$ cat src/rtl/arb_mux.sv
// arb_mux: N-channel arbiter feeding a single registered output stage.
// Handshake rule for every port: a word moves on a rising clk edge where
// valid and ready are both 1; valid never waits on ready, and in_ready is a
// function of in_valid, out_valid, out_ready, reset and the round-robin
// pointer only, never of in_data.
module arb_mux #(
  parameter  int WIDTH = 4,
  parameter  int N     = 4,
  parameter  int RR    = 1,
  localparam int SELW  = $clog2(N)
) (
  input  logic               clk,
  input  logic               reset,
  input  logic [N*WIDTH-1:0] in_data,
  input  logic [N-1:0]       in_valid,
  output logic [N-1:0]       in_ready,
  output logic [WIDTH-1:0]   out_data,
  output logic               out_valid,
  input  logic               out_ready,
  output logic [SELW-1:0]    out_sel
);

  logic [WIDTH-1:0] out_data_q;
  logic             out_valid_q;
  logic [SELW-1:0]  out_sel_q;
  logic [SELW-1:0]  ptr_q;
  logic [SELW-1:0]  ptr_d;

  logic             load;
  logic             grant_valid;
  logic [SELW-1:0]  grant_idx;
  logic [WIDTH-1:0] grant_data;

  // The output register may take a word when empty or being drained.
  assign load = !out_valid_q || out_ready;

  // Search requesters starting at the pointer (RR) or at index 0 (fixed).
  always_comb begin
    int idx;
    grant_valid = 1'b0;
    grant_idx   = '0;
    idx         = 0;
    for (int k = 0; k < N; k++) begin
      idx = ((RR != 0) ? int'(ptr_q) : 0) + k;
      if (idx >= N) idx = idx - N;
      if (!grant_valid && in_valid[idx]) begin
        grant_valid = 1'b1;
        grant_idx   = SELW'(idx);
      end
    end
  end

  // Data of the granted channel and the pointer that follows it, with an
  // explicit wrap so non-power-of-two N never reaches an unused index.
  always_comb begin
    grant_data = in_data[int'(grant_idx)*WIDTH +: WIDTH];
    ptr_d      = (grant_idx == SELW'(N-1)) ? '0 : grant_idx + SELW'(1);
  end

  // One-hot ready to the winner only while the output stage can load.
  always_comb begin
    in_ready = '0;
    if (!reset && load && grant_valid) in_ready[grant_idx] = 1'b1;
  end

  // Output register and round-robin pointer; reset discards any held word.
  always_ff @(posedge clk) begin
    if (reset) begin
      out_data_q  <= '0;
      out_valid_q <= 1'b0;
      out_sel_q   <= '0;
      ptr_q       <= '0;
    end else if (load) begin
      if (grant_valid) begin
        out_data_q  <= grant_data;
        out_sel_q   <= grant_idx;
        out_valid_q <= 1'b1;
        if (RR != 0) ptr_q <= ptr_d;
      end else begin
        out_valid_q <= 1'b0;
      end
    end
  end

  assign out_data  = out_data_q;
  assign out_valid = out_valid_q;
  assign out_sel   = out_sel_q;

endmodule

$ cat config.mk
export PLATFORM = sky130hd
export DESIGN_NAME = arb_mux
export DESIGN_NICKNAME = d
export VERILOG_FILES = /design/src/rtl/arb_mux.sv
export SDC_FILE = /design/constraint.sdc
export NUM_CORES = 1
export LEC_CHECK = 0
export CAP_MARGIN = 20
export CELL_PAD_IN_SITES_DETAIL_PLACEMENT = 0
export CELL_PAD_IN_SITES_GLOBAL_PLACEMENT = 1
export CORE_MARGIN = 2
export CORE_UTILIZATION = 41
export DETAILED_ROUTE_END_ITERATION = 10
export DONT_BUFFER_PORTS = 1
export PLACE_DENSITY_LB_ADDON = 0.12
export SYNTH_ARGS = -nofsm -noshare
export SYNTH_HDL_FRONTEND = slang
export SYNTH_SLANG_ARGS = --single-unit
$ cat constraint.sdc
create_clock -name clk -period 1.7 [get_ports clk]
set_input_delay 0 -clock clk [delete_from_list [all_inputs] [get_ports clk]]
set_output_delay 0 -clock clk [all_outputs]
set_load 0.05 [all_outputs]
---- Yosys cells after proc, flatten, opt, wreduce, memory -nomap -nowiden ----
Index checks and enable logic that the tools add are counted.
storage, ports and cells
  register bits after elaboration ......... 9
  bits in latches ......................... 0
  bits in writable memories ............... 0
  bits in read-only memories .............. 0
  input bits .............................. 23
  output and inout bits ................... 11
  logic and storage cells ................. 66
  memories ................................ 0
operators by class
  add/subtract/negate cells ............... 8
  $mul .................................... 0
  divide/modulo/power cells ............... 0
  magnitude comparators ................... 10
  equality and inequality tests ........... 1
  shift-type cells ........................ 1
  multiplexer cells ....................... 29
  bitwise gates (word level) .............. 0
  reductions and logical operators ........ 13
operators by type and width
  kind                   number
  $lt A32 B4 Y1 const B  4
  $mux W32               4
  $shiftx A16 B5 Y4      1
  $mux W1                14
  $sub A3 B3 Y4 const B  3
  $mux W2                5
  $ge A3 B3 Y1 const B   3
  $bmux W1 S2            4
  $add A2 B2 Y3 const B  2
  $logic_and A1 B1 Y1    6
  $logic_not A1 Y1       5
  $mux W4                1
  $sub A2 B3 Y4 const B  1
  $add A2 B1 Y3 const B  1
  $ge A2 B3 Y1 const B   1
  $lt A2 B3 Y1 const B   1
  $add A2 B1 Y2 const B  1
  $demux W1 S2           1
  $eq A2 B2 Y1 const B   1
  $ge A2 B1 Y1 const B   1
  $reduce_and A2 Y1      1
  $logic_or A1 B1 Y1     1

---- Longest topological paths before layout ----
Gate-level depths: netlist (run 1).
  word-level depth ........................ 20
  depth in mapped cells ................... 7

---- Worst setup path before layout (run 1) ----
OpenSTA, ideal clock, no wires.
  path kind ............................... reg-to-output
  start point ............................. register ptr_q[0]
  end point ............................... output port in_ready[3]
  data arrival time ....................... 1,510 ps
  slack ................................... 190 ps
  cell stages (with the launch flop) ...... 7
  buffers on the path ..................... 1
  cell sequence ........................... dfxtp_1 -> inv_1 -> a21oi_1 -> a2bb2oi_1 -> buf_4 -> ha_1 -> and2_1
on the way
  word-level cells in the longest chain between the ends .. 20
  elaborated cells on any way between the ends .. 48
  classes of those cells .................. 7 x add/sub; 6 x order compare; 27 x mux; 8 x reduce/logical
ends and longest elaborated chain
  what                                                                    line  text
  from (decl)                                                             26    logic [SELW-1:0] ptr_q;
  from (signal assigned)                                                  78    if (RR != 0) ptr_q <= ptr_d;
  parallel branches: the longest is 14 deep, another holds $sub A3 B3 Y4  n/a
  $mux W2 *                                                               46    if (!grant_valid && in_valid[idx]) begin
  net grant_idx[1]                                                        31    logic [SELW-1:0] grant_idx;
  $lt A2 B3 Y1 (not written as such) or $ge A2 B1 Y1 (tied branches)      63    if (!reset && load && grant_valid) in_ready[grant_idx] = 1'b1;
  $logic_and A1 B1 Y1 (not written as such)                               63
  $mux W1 (not written as such)                                           63
  $demux W1 S2 *                                                          63
  $mux W4 *                                                               63
  to (decl)                                                               16    output logic [N-1:0] in_ready,
Mark *: on every way through the listed nets, which the timed path passes. The select of a mux whose other input is x is not followed.

---- Worst setup path in the final report (run 1) ----
  start point ............................. register ptr_q[1]
  end point ............................... output port in_ready[2]
Same word-level chain as after synthesis.

==> results of run 1 <==
-- per-stage QoR --
stage | hold slack, ns | instances
2_1_floorplan | 0.172 | 65
4_1_cts | 0.000968 | 114
5_1_grt | 0.0264 | 117
3_3_place_gp | 0.0734 | 90
6_report | -0.00853 | 117
3_5_place_dp | 0.0766 | 90
-- layer usage --
metal  vias to the layer above  track usage, %  wire [µm]
li1                        312               -          -
met4                         0            7.50         27
met5                         -               0          0
met2                        22            40.3       1160
met1                       308            24.9        792
met3                         2            2.59         81
-- synthesized netlist by cell type, types with 3 or more instances --
master,count,share of area [%]
mux2i_1,11,18
dfxtp_1,9,30
a21oi_1,6,5.0
nand3b_1,5,6.2
and2_1,4,4.1
ha_1,4,8.3
nor2_1,4,2.5
o221ai_1,4,5.8
inv_1,3,1.9
nand2_1,3,1.9
nand2b_1,3,3.1
-- area by class of cell --
type                            count  area [µm²]
Multi-Input combinational cell     51         445
Timing Repair Buffer               35         350
Fill cell                          94         297
Sequential cell                     9         185
Clock buffer                        4        26.3
Tap cell                           15        18.8
Inverter                            3        11.3
-- state kept, by name, indices dropped and copies added, names as in the netlist --
name,count
out_valid,1
out_data,4
out_sel,2
ptr_q,2
-- cells in the final DEF, fill, tap and decap left out --
master / count
buf_4: 13
clkbuf_1: 1
o41ai_4: 1
ha_2: 1
inv_1: 1
nor3_1: 1
nor4_1: 1
buf_12: 3
a21oi_1: 4
buf_6: 2
inv_2: 2
clkbuf_4: 3
nor2_1: 3
a2bb2oi_2: 1
o22ai_2: 1
and2_4: 3
a211oi_1: 1
dfxtp_1: 7
nor2_2: 1
nand2b_4: 1
nor2_4: 1
and2_1: 1
nand3b_1: 5
nand2b_1: 2
dlygate4sd3_1: 17
o221ai_1: 4
nand2_1: 3
ha_1: 3
dfxtp_4: 1
dfxtp_2: 1
a21oi_2: 2
mux2i_1: 11
-- final timing paths --
kind                                    end  slack [ns]  depth (start not counted)   startpoint
worst max-delay path            in_ready[2]        0.04                          7     ptr_q[1]
worst min-delay path            out_data[3]      -0.009                          2  in_data[11]
worst max register to register  out_data[0]        0.12                          7     ptr_q[0]
worst min register to register     ptr_q[0]        0.52                          2     ptr_q[0]
-- worst max-delay path: cells and delay by family, from the launching register on --
| kind | cells | cell delay (ns) |
|---|---|---|
| flip-flops | 1 | 0.37 |
| AND/OR/NAND/NOR | 2 | 0.29 |
| buffers and inverters | 2 | 0.21 |
| multiplexers | 1 | 0.21 |
| adder cells (fa/ha/maj) | 1 | 0.18 |
| AO/OA/AOI/OAI | 1 | 0.13 |
-- power by group --
| part | switching (µW) | internal (µW) |
|---|---|---|
| logic | 272 | 225 |
| clock network | 74.2 | 90.4 |
| registers | 17.1 | 246 |
-- repair_timing --
item | CTS | global route
hold buffers | 17 | 0
pin swaps | 1 | 5
resized for setup | 6 | 13
setup endpoints to repair | 4 | 5
setup buffers | 3 | 3
hold endpoints to repair | 9 | 0
-- cell families after synthesis --
group,after synthesis,synth area share [%]
adders and majority gates,4,8.30
and+or+nand+nor,22,20.7
muxes,11,18.3
DFF,9,29.9
AOI/OAI and AO/OA,14,19.1
buffers and inverters,5,3.73
==> reports/qor.csv, run 1 <==
metric;value;unit
status;finished, violations left;
failing checks;hold timing;
Die ar.;0.00179;mm²
synthesized area per cell;9.28;µm²
final WL;2.06;mm
Post-synth top flop;dfxtp_1;
Hold Slack;-0.00853;ns
Core Area;0.00133;mm²
Async S/R FF share, synth;0;%
total grt overflow;0;
Layout area overhead;72.0;%
I/O pins;34;
Post-Syn Instances;65;
Hold Crit Class;in2reg;
synthesized cell area;603;µm²
DP Area;738;µm²
clk_lat worst skew;0.26;ns
critical path's slowest cell;dfxtp_4;
Setup crit start kind;register;
Final #Nets;130;
RePlAce Congestion;0.696;
Synth Warn #;0;
drc violations;0;
routed via count;644;
power density over the cells;891;mW/mm²
Max IR drop VDD;545;µV
ratio of cells with drive above 1 in the final layout;36.3;%
Setup Skew;0.00488;ns
Worst-path clk slew;0.06;ns
first-pass GRT wire length;2.95;mm
row count;13;
sequential area share after synthesis;29.9;%
Detailed Routing Iterations Pass 1;4;
Arr. time, crit path;1.66;ns
Synth Register Bits;9;
drt via density;5.50;
post-layout util;77.8;%
pre-CTS setup slack;0.0560;ns
Buffers on Ports;0;
Max Fclk;0.604;GHz
final setup vio count;0;
htree depth;1;
Tcrit/Tclk final;97.4;%
antenna-violating nets left;0;
Post-Syn Nets;92;
vias in the first global route;649;
Yosys cell types;20;
Max transition margin;72.6;%
critical path required time;1.70;ns
hold violation count in the final report;1;
leak pwr;0.000445;µW
Die Y;42.4;µm
Max Cap Viol;0;
DR WL/cell;17.6;µm
Final Power;925;µW
Starting Density;45.2;%
Cell Chain, Critical Path;mux2i_1 -> o22ai_2 -> nor2_4 -> inv_2 -> ha_2 -> and2_4 -> buf_12;
CTS sink cnt;9;
clk root buf;clkbuf_4;
worst-path maximum fanout;5;
TNS Setup;0;ns
Crit. End Element;primary output;
final slew viol count;0;
WS Path Type;reg2out;
antenna violations before repair;0;
DR iter-0 viols;17;
Slew @ Worst Pin;0.410;ns
Max Root-Sink Buffers;2;
GRT Overall Usage;21.6;%
number of synthesized flops with an enable pin;0;
Die Wd;42.4;µm
CTS Buf Count;3;
setup ws final;0.0449;ns
CTS tree;done;
largest net degree at the start of global routing;10;
largest incremental delay on the critical path;0.37;ns
Detail Placement HPWL;1.04;mm
ant diodes;0;
final instance area;0.00104;mm²
Tmin final;1.66;ns
Power figures use the tool's default switching activity.
==> run 2, diff against run 1 <==
--- a/config.mk
+++ b/config.mk
@@ -9,10 +9,12 @@
 export CELL_PAD_IN_SITES_DETAIL_PLACEMENT = 0
 export CELL_PAD_IN_SITES_GLOBAL_PLACEMENT = 1
 export CORE_MARGIN = 2
-export CORE_UTILIZATION = 41
+export CORE_UTILIZATION = 44
+export CTS_BUF_LIST = sky130_fd_sc_hd__clkbuf_8
 export DETAILED_ROUTE_END_ITERATION = 10
 export DONT_BUFFER_PORTS = 1
 export PLACE_DENSITY_LB_ADDON = 0.12
 export SYNTH_ARGS = -nofsm -noshare
 export SYNTH_HDL_FRONTEND = slang
 export SYNTH_SLANG_ARGS = --single-unit
+export TNS_END_PERCENT = 50
==> run 2 against run 1 <==
Core utilization down 8.2 points. Via count down 13%. Non-clock buffer count down 16. The run now ends clean. Largest power group unchanged. Sequential power about the same. Critical path depth up 1. Cell count down 14%. Register-to-register slack better by 0.10 ns. Global-route usage down 4.4 points. Maximum frequency up 0.98%. Worst setup slack better by 0.016 ns.
==> reports/qor.csv, run 2 (synthesized netlist as in run 1, its figures left out) <==
metric;value;unit;change
Starting Density;46.9;%;+1.7 points
final instance area;893;µm²;-14%
Worst-path clk slew;0.04;ns;-0.02 ns
vias in the first global route;469;;-28%
htree depth;1;;unchanged
Core Area;0.00128;mm²;-3.7%
Hold Crit Class;in2reg;;
Crit. End Element;primary output;;
critical path's slowest cell;dfxtp_2;;
Final #Nets;114;;-12%
clk root buf;clkbuf_8;;
ant diodes;0;;unchanged
largest net degree at the start of global routing;13;;+3
first-pass GRT wire length;1.84;mm;-38%
RePlAce Congestion;0.647;;-7.1%
Detailed Routing Iterations Pass 1;4;;unchanged
routed via count;559;;-13%
RSZ-0062 raised after global routing;yes;;
total grt overflow;0;;unchanged
final WL;1.44;mm;-30%
crit-path most repeated cell;inv_1;;
Detail Placement HPWL;998;µm;-3.7%
Cell Chain, Critical Path;inv_1 -> a21oi_2 -> a2bb2oi_2 -> buf_12 -> inv_1 -> ha_1 -> and2_1 -> buf_4;;
Die Y;41.0;µm;-3.1%
DR iter-0 viols;2;;-15
most frequent cells in the layout;buf_4, mux2i_1, dfxtp_1;;
GRT Overall Usage;17.2;%;-4.4 points
Layout area overhead;48.1;%;
Worst Hold Launch;in_data[2];;
Max transition margin;65.9;%;-6.7 points
Setup crit start kind;register;;
Die Wd;41.0;µm;-3.1%
WS Path Type;reg2out;;
Hold Path Stages;2;;unchanged
leak pwr;0.000384;µW;-14%
Tcrit/Tclk final;96.4;%;-0.94 points
Die ar.;0.00168;mm²;-6.2%
Register-to-Register Path Depth;7;;unchanged
DR WL/cell;14.3;µm;-19%
DP Area;738;µm²;unchanged
commonest non-fill, non-tap cell in the layout;buf_4;;
final slew viol count;0;;unchanged
Crit Reg-Reg Endpoint;out_data[1];;
I/O pins;34;;unchanged
Max Root-Sink Buffers;2;;unchanged
hold endpoint;out_data[2];;
row count;13;;unchanged
Max Cap Viol;0;;unchanged
Buffers on Ports;0;;unchanged
worst-path maximum fanout;8;;+3
antenna-violating nets left;0;;unchanged
drt via density;5.53;;+0.55%
CP top delay family;buffers and inverters;;
critical path required time;1.70;ns;about the same
worst reg-to-reg setup slack;0.22;ns;+0.10 ns
post-layout util;69.5;%;-8.2 points
setup ws final;0.0609;ns;+0.0160 ns
antenna violations before repair;0;;unchanged
pre-CTS setup slack;0.0990;ns;+0.0430 ns
power density over the cells;1060;mW/mm²;+19%
drc violations;0;;unchanged
R2R Path Start;ptr_q[0];;
largest incremental delay on the critical path;0.34;ns;-0.03 ns
clk_lat worst skew;0.23;ns;-0.03 ns
CTS Buf Count;3;;unchanged
Arr. time, crit path;1.64;ns;-0.02 ns
final setup vio count;0;;unchanged
Worst Path Buf+Inv;4;;+2
CTS tree;done;;
CTS sink cnt;9;;unchanged
Largest register FFs;4;;unchanged
Tmin final;1.64;ns;-0.0160 ns
hold violation count in the final report;0;;-1
Slew @ Worst Pin;0.510;ns;+0.100 ns
status;completed;;
Setup Skew;0.00249;ns;-0.00238 ns
Max IR drop VDD;720;µV;+32%
ratio of cells with drive above 1 in the final layout;39.5;%;+3.3 points
Max Fclk;0.610;GHz;+0.98%
==> run 2: cell types whose count changed in the layout (fill, tap and decap cells not counted), moves of 2 or more <==
cell           previous run  this run
clkbuf_4                  3         0
buf_6                     2         0
inv_1                     1         3
dlygate4sd3_1            17         2
clkbuf_8                  0         3
==> run 2: layout make-up <==
| class | instances | area [µm²] |
|---|---|---|
| Clock buffer | 3 | 41.3 |
| Tap cell | 15 | 18.8 |
| Sequential cell | 9 | 185 |
| Inverter | 3 | 11.3 |
| Clock inverter | 1 | 3.75 |
| Multi-Input combinational cell | 51 | 448 |
| Fill cell | 89 | 392 |
| Timing Repair Buffer | 19 | 185 |
==> run 2: what timing repair did <==
| item | 4_1_cts | 5_1_grt |
|---|---|---|
| hold buffers | 2 | 0 |
| pin swaps | 1 | 3 |
| setup endpoints to repair | 3 | 4 |
| gates resized for setup | 2 | 14 |
| buffers inserted | 0 | 5 |
| endpoints found under the hold margin | 5 | 0 |
==> run 2: how the worst max path moves through the flow <==
stage,start,to,slack (ns),cells past startpoint
4_1_cts,ptr_q[0],in_ready[1],-0.07,8
3_3_place_gp,ptr_q[1],in_ready[2],0.07,7
6_report,ptr_q[0],in_ready[1],0.06,8
5_1_grt,ptr_q[0],in_ready[1],-0.04,8
3_5_place_dp,ptr_q[1],in_ready[2],0.1,7
2_1_floorplan,ptr_q[0],in_ready[3],0.19,6
==> run 2: metrics by stage <==
| stage | total power (µW) | setup TNS (ns) | hold WS, ns | cells |
|---|---|---|---|---|
| 6_report | 944 | 0 | 0.000969 | 101 |
| 5_1_grt | 991 | -0.0468 | 0.0122 | 101 |
| 3_5_place_dp | 633 | 0 | 0.0754 | 90 |
| 2_1_floorplan | 532 | 0 | 0.172 | 65 |
| 4_1_cts | 883 | -0.158 | 0.00342 | 96 |
| 3_3_place_gp | 627 | 0 | 0.0739 | 90 |
==> run 2: power by group <==
part	total, µW	switching, µW	internal (µW)	leakage [µW]
combinational	441	249	192	0.000281
sequential	266	19.1	247	0.0000756
clock	236	79.7	157	0.0000269
==> run 2: per-layer routing <==
layer	vias to the layer above	track usage, %	part of all wire (%)
met5	-	0	0
met3	2	2.17	5.1
li1	281	-	-
met2	18	27.3	52
met1	258	21.1	42
met4	0	12.5	0.83
==> run 3, diff against run 2 <==
--- a/config.mk
+++ b/config.mk
@@ -13,6 +13,7 @@
 export CTS_BUF_LIST = sky130_fd_sc_hd__clkbuf_8
 export DETAILED_ROUTE_END_ITERATION = 10
 export DONT_BUFFER_PORTS = 1
+export HOLD_SLACK_MARGIN = 0.1
 export PLACE_DENSITY_LB_ADDON = 0.12
 export SYNTH_ARGS = -nofsm -noshare
 export SYNTH_HDL_FRONTEND = slang
==> run 3 against run 2 <==
Sequential power is essentially flat. Final area grew 18%. Routed wire length grew 24%. Core utilization grew 12 points. First-iteration DRC count grew to 2.5 times the previous value. Clock-buffer cell count is the same. Cell count grew 16%. Largest cell class unchanged. Largest power group unchanged. Highest routed layer unchanged.
==> reports/qor.csv, run 3 (synthesized netlist as in run 1, its figures left out) <==
metric;value;unit;change
drt via density;5.44;;-1.8%
total grt overflow;0;;unchanged
CTS tree;done;;
Setup Skew;0.00374;ns;+0.00125 ns
Slew @ Worst Pin;0.509;ns;-0.000950 ns
clk root buf;clkbuf_8;;
RePlAce Congestion;0.647;;unchanged
Seq pwr share;27.3;%;-0.9 points
Die Wd;41.0;µm;unchanged
combinational share of power;48.6;%;+1.8 points
post-layout util;82.0;%;+12 points
Layout area overhead;74.7;%;
Final #Nets;130;;+14%
Die Y;41.0;µm;unchanged
antenna-violating nets left;0;;unchanged
NetSw;356;µW;+2.3%
first-pass GRT wire length;2.42;mm;+31%
Tcrit/Tclk final;98.8;%;+2.4 points
Final Power;976;µW;+3.4%
final slew viol count;0;;unchanged
Max Root-Sink Buffers;2;;unchanged
setup ws final;0.0207;ns;-0.0402 ns
final WL;1.79;mm;+24%
vias in the first global route;612;;+30%
Detailed Routing Iterations Pass 1;3;;-1
Final Non-Filler Cells;117;;+16%
WS Path Type;reg2out;;
Hold Crit Class;in2reg;;
Tmin final;1.68;ns;+0.0402 ns
Buffers on Ports;0;;unchanged
commonest non-fill, non-tap cell in the layout;dlygate4sd3_1;;
top sig layer;met4;;
Crit. End Element;primary output;;
routed via count;636;;+14%
Clk pwr share;24.1;%;-1.0 points
Core Area;0.00128;mm²;unchanged
CTS sink cnt;9;;unchanged
pre-CTS setup slack;0.0990;ns;unchanged
row count;13;;unchanged
Setup crit start kind;register;;
met3 wire len;56;µm;-23%
antenna violations before repair;0;;unchanged
critical path required time;1.70;ns;about the same
worst-path maximum fanout;8;;unchanged
Max transition margin;66.0;%;about the same
largest net degree at the start of global routing;13;;unchanged
final setup vio count;0;;unchanged
DR WL/cell;15.3;µm;+6.9%
GRT Overall Usage;22.4;%;+5.2 points
Max IR drop VDD;746;µV;+3.5%
Arr. time, crit path;1.68;ns;+0.04 ns
Sw Ratio;36.5;%;-0.40 points
hold violation count in the final report;0;;unchanged
RSZ-0062 raised after global routing;yes;;
Worst-path clk slew;0.04;ns;about the same
Max Fclk;0.595;GHz;-2.4%
most frequent cells in the layout;dlygate4sd3_1, buf_4, mux2i_1;;
htree depth;1;;unchanged
status;completed;;
I/O pins;34;;unchanged
ant diodes;0;;unchanged
M1 WL;712;µm;+17%
Detail Placement HPWL;998;µm;unchanged
power density over the cells;926;mW/mm²;-12%
leak pwr;0.000447;µW;+17%
Max Cap Viol;0;;unchanged
ratio of cells with drive above 1 in the final layout;33.3;%;-6.2 points
Die ar.;0.00168;mm²;unchanged
Starting Density;46.9;%;unchanged
DR iter-0 viols;5;;+3
clk_lat worst skew;0.23;ns;about the same
met2 wire len;1.01;mm;+35%
Int Power;620;µW;+4.0%
CTS Buf Count;3;;unchanged
post-placement cell count;90;;unchanged
drc violations;0;;unchanged
Largest register FFs;4;;unchanged
## run 3: per-stage QoR
stage               TNS, ns  hold slack, ns  cell area (µm²)
detailed placement        0          0.0754              738
CTS                  -0.158           0.118              977
finish                    0           0.123             1050
floorplan                 0           0.172              603
global route         -0.142           0.163             1050
global placement          0          0.0739              738
## run 3: layout make-up
class                   instances  area [µm²]
flip-flops and latches          9         185
inverters                       3        11.3
fillers                        80         231
multi-input cells              51         445
repair buffers                 35         348
well taps                      15        18.8
clock inverters                 1        3.75
clock buffers                   3        41.3
## run 3: layer usage
layer	vias up	track usage, %
li1	315	-
met1	305	25.0
met2	14	40.6
met3	2	2.17
met4	0	12.5
met5	-	0
## run 3: final timing paths
path / cells past startpoint / from / slack, ns / endpoint
worst min register to register: 2 / ptr_q[0] / 0.55 / ptr_q[0]
worst max-delay path: 8 / ptr_q[1] / 0.02 / in_ready[1]
worst max register to register: 7 / ptr_q[1] / 0.15 / out_data[3]
worst min-delay path: 3 / in_valid[3] / 0.12 / out_sel[1]
## run 3: what timing repair did
item	CTS	global route
hold endpoints to repair	9	0
hold buffers	19	0
pin swaps	1	3
setup buffers	0	4
resized for setup	2	14
endpoints found under the setup margin	3	4
## run 3: critical path, stage by stage, from the launching register on
cell	delay, ns
dfxtp_4	0.36
nand2_1	0.11
nand3b_1	0.10
a2bb2oi_2	0.20
buf_12	0.15
inv_1	0.05
ha_1	0.16
and2_1	0.13
buf_4	0.18
## run 3: power by group through the flow
stage / clock, µW / sequential [µW] / combinational, µW
2_1_floorplan: 0 / 348 / 184
3_3_place_gp: 0 / 262 / 366
3_5_place_dp: 0 / 263 / 370
4_1_cts: 245 / 259 / 411
5_1_grt: 250 / 268 / 507
6_report: 235 / 266 / 475
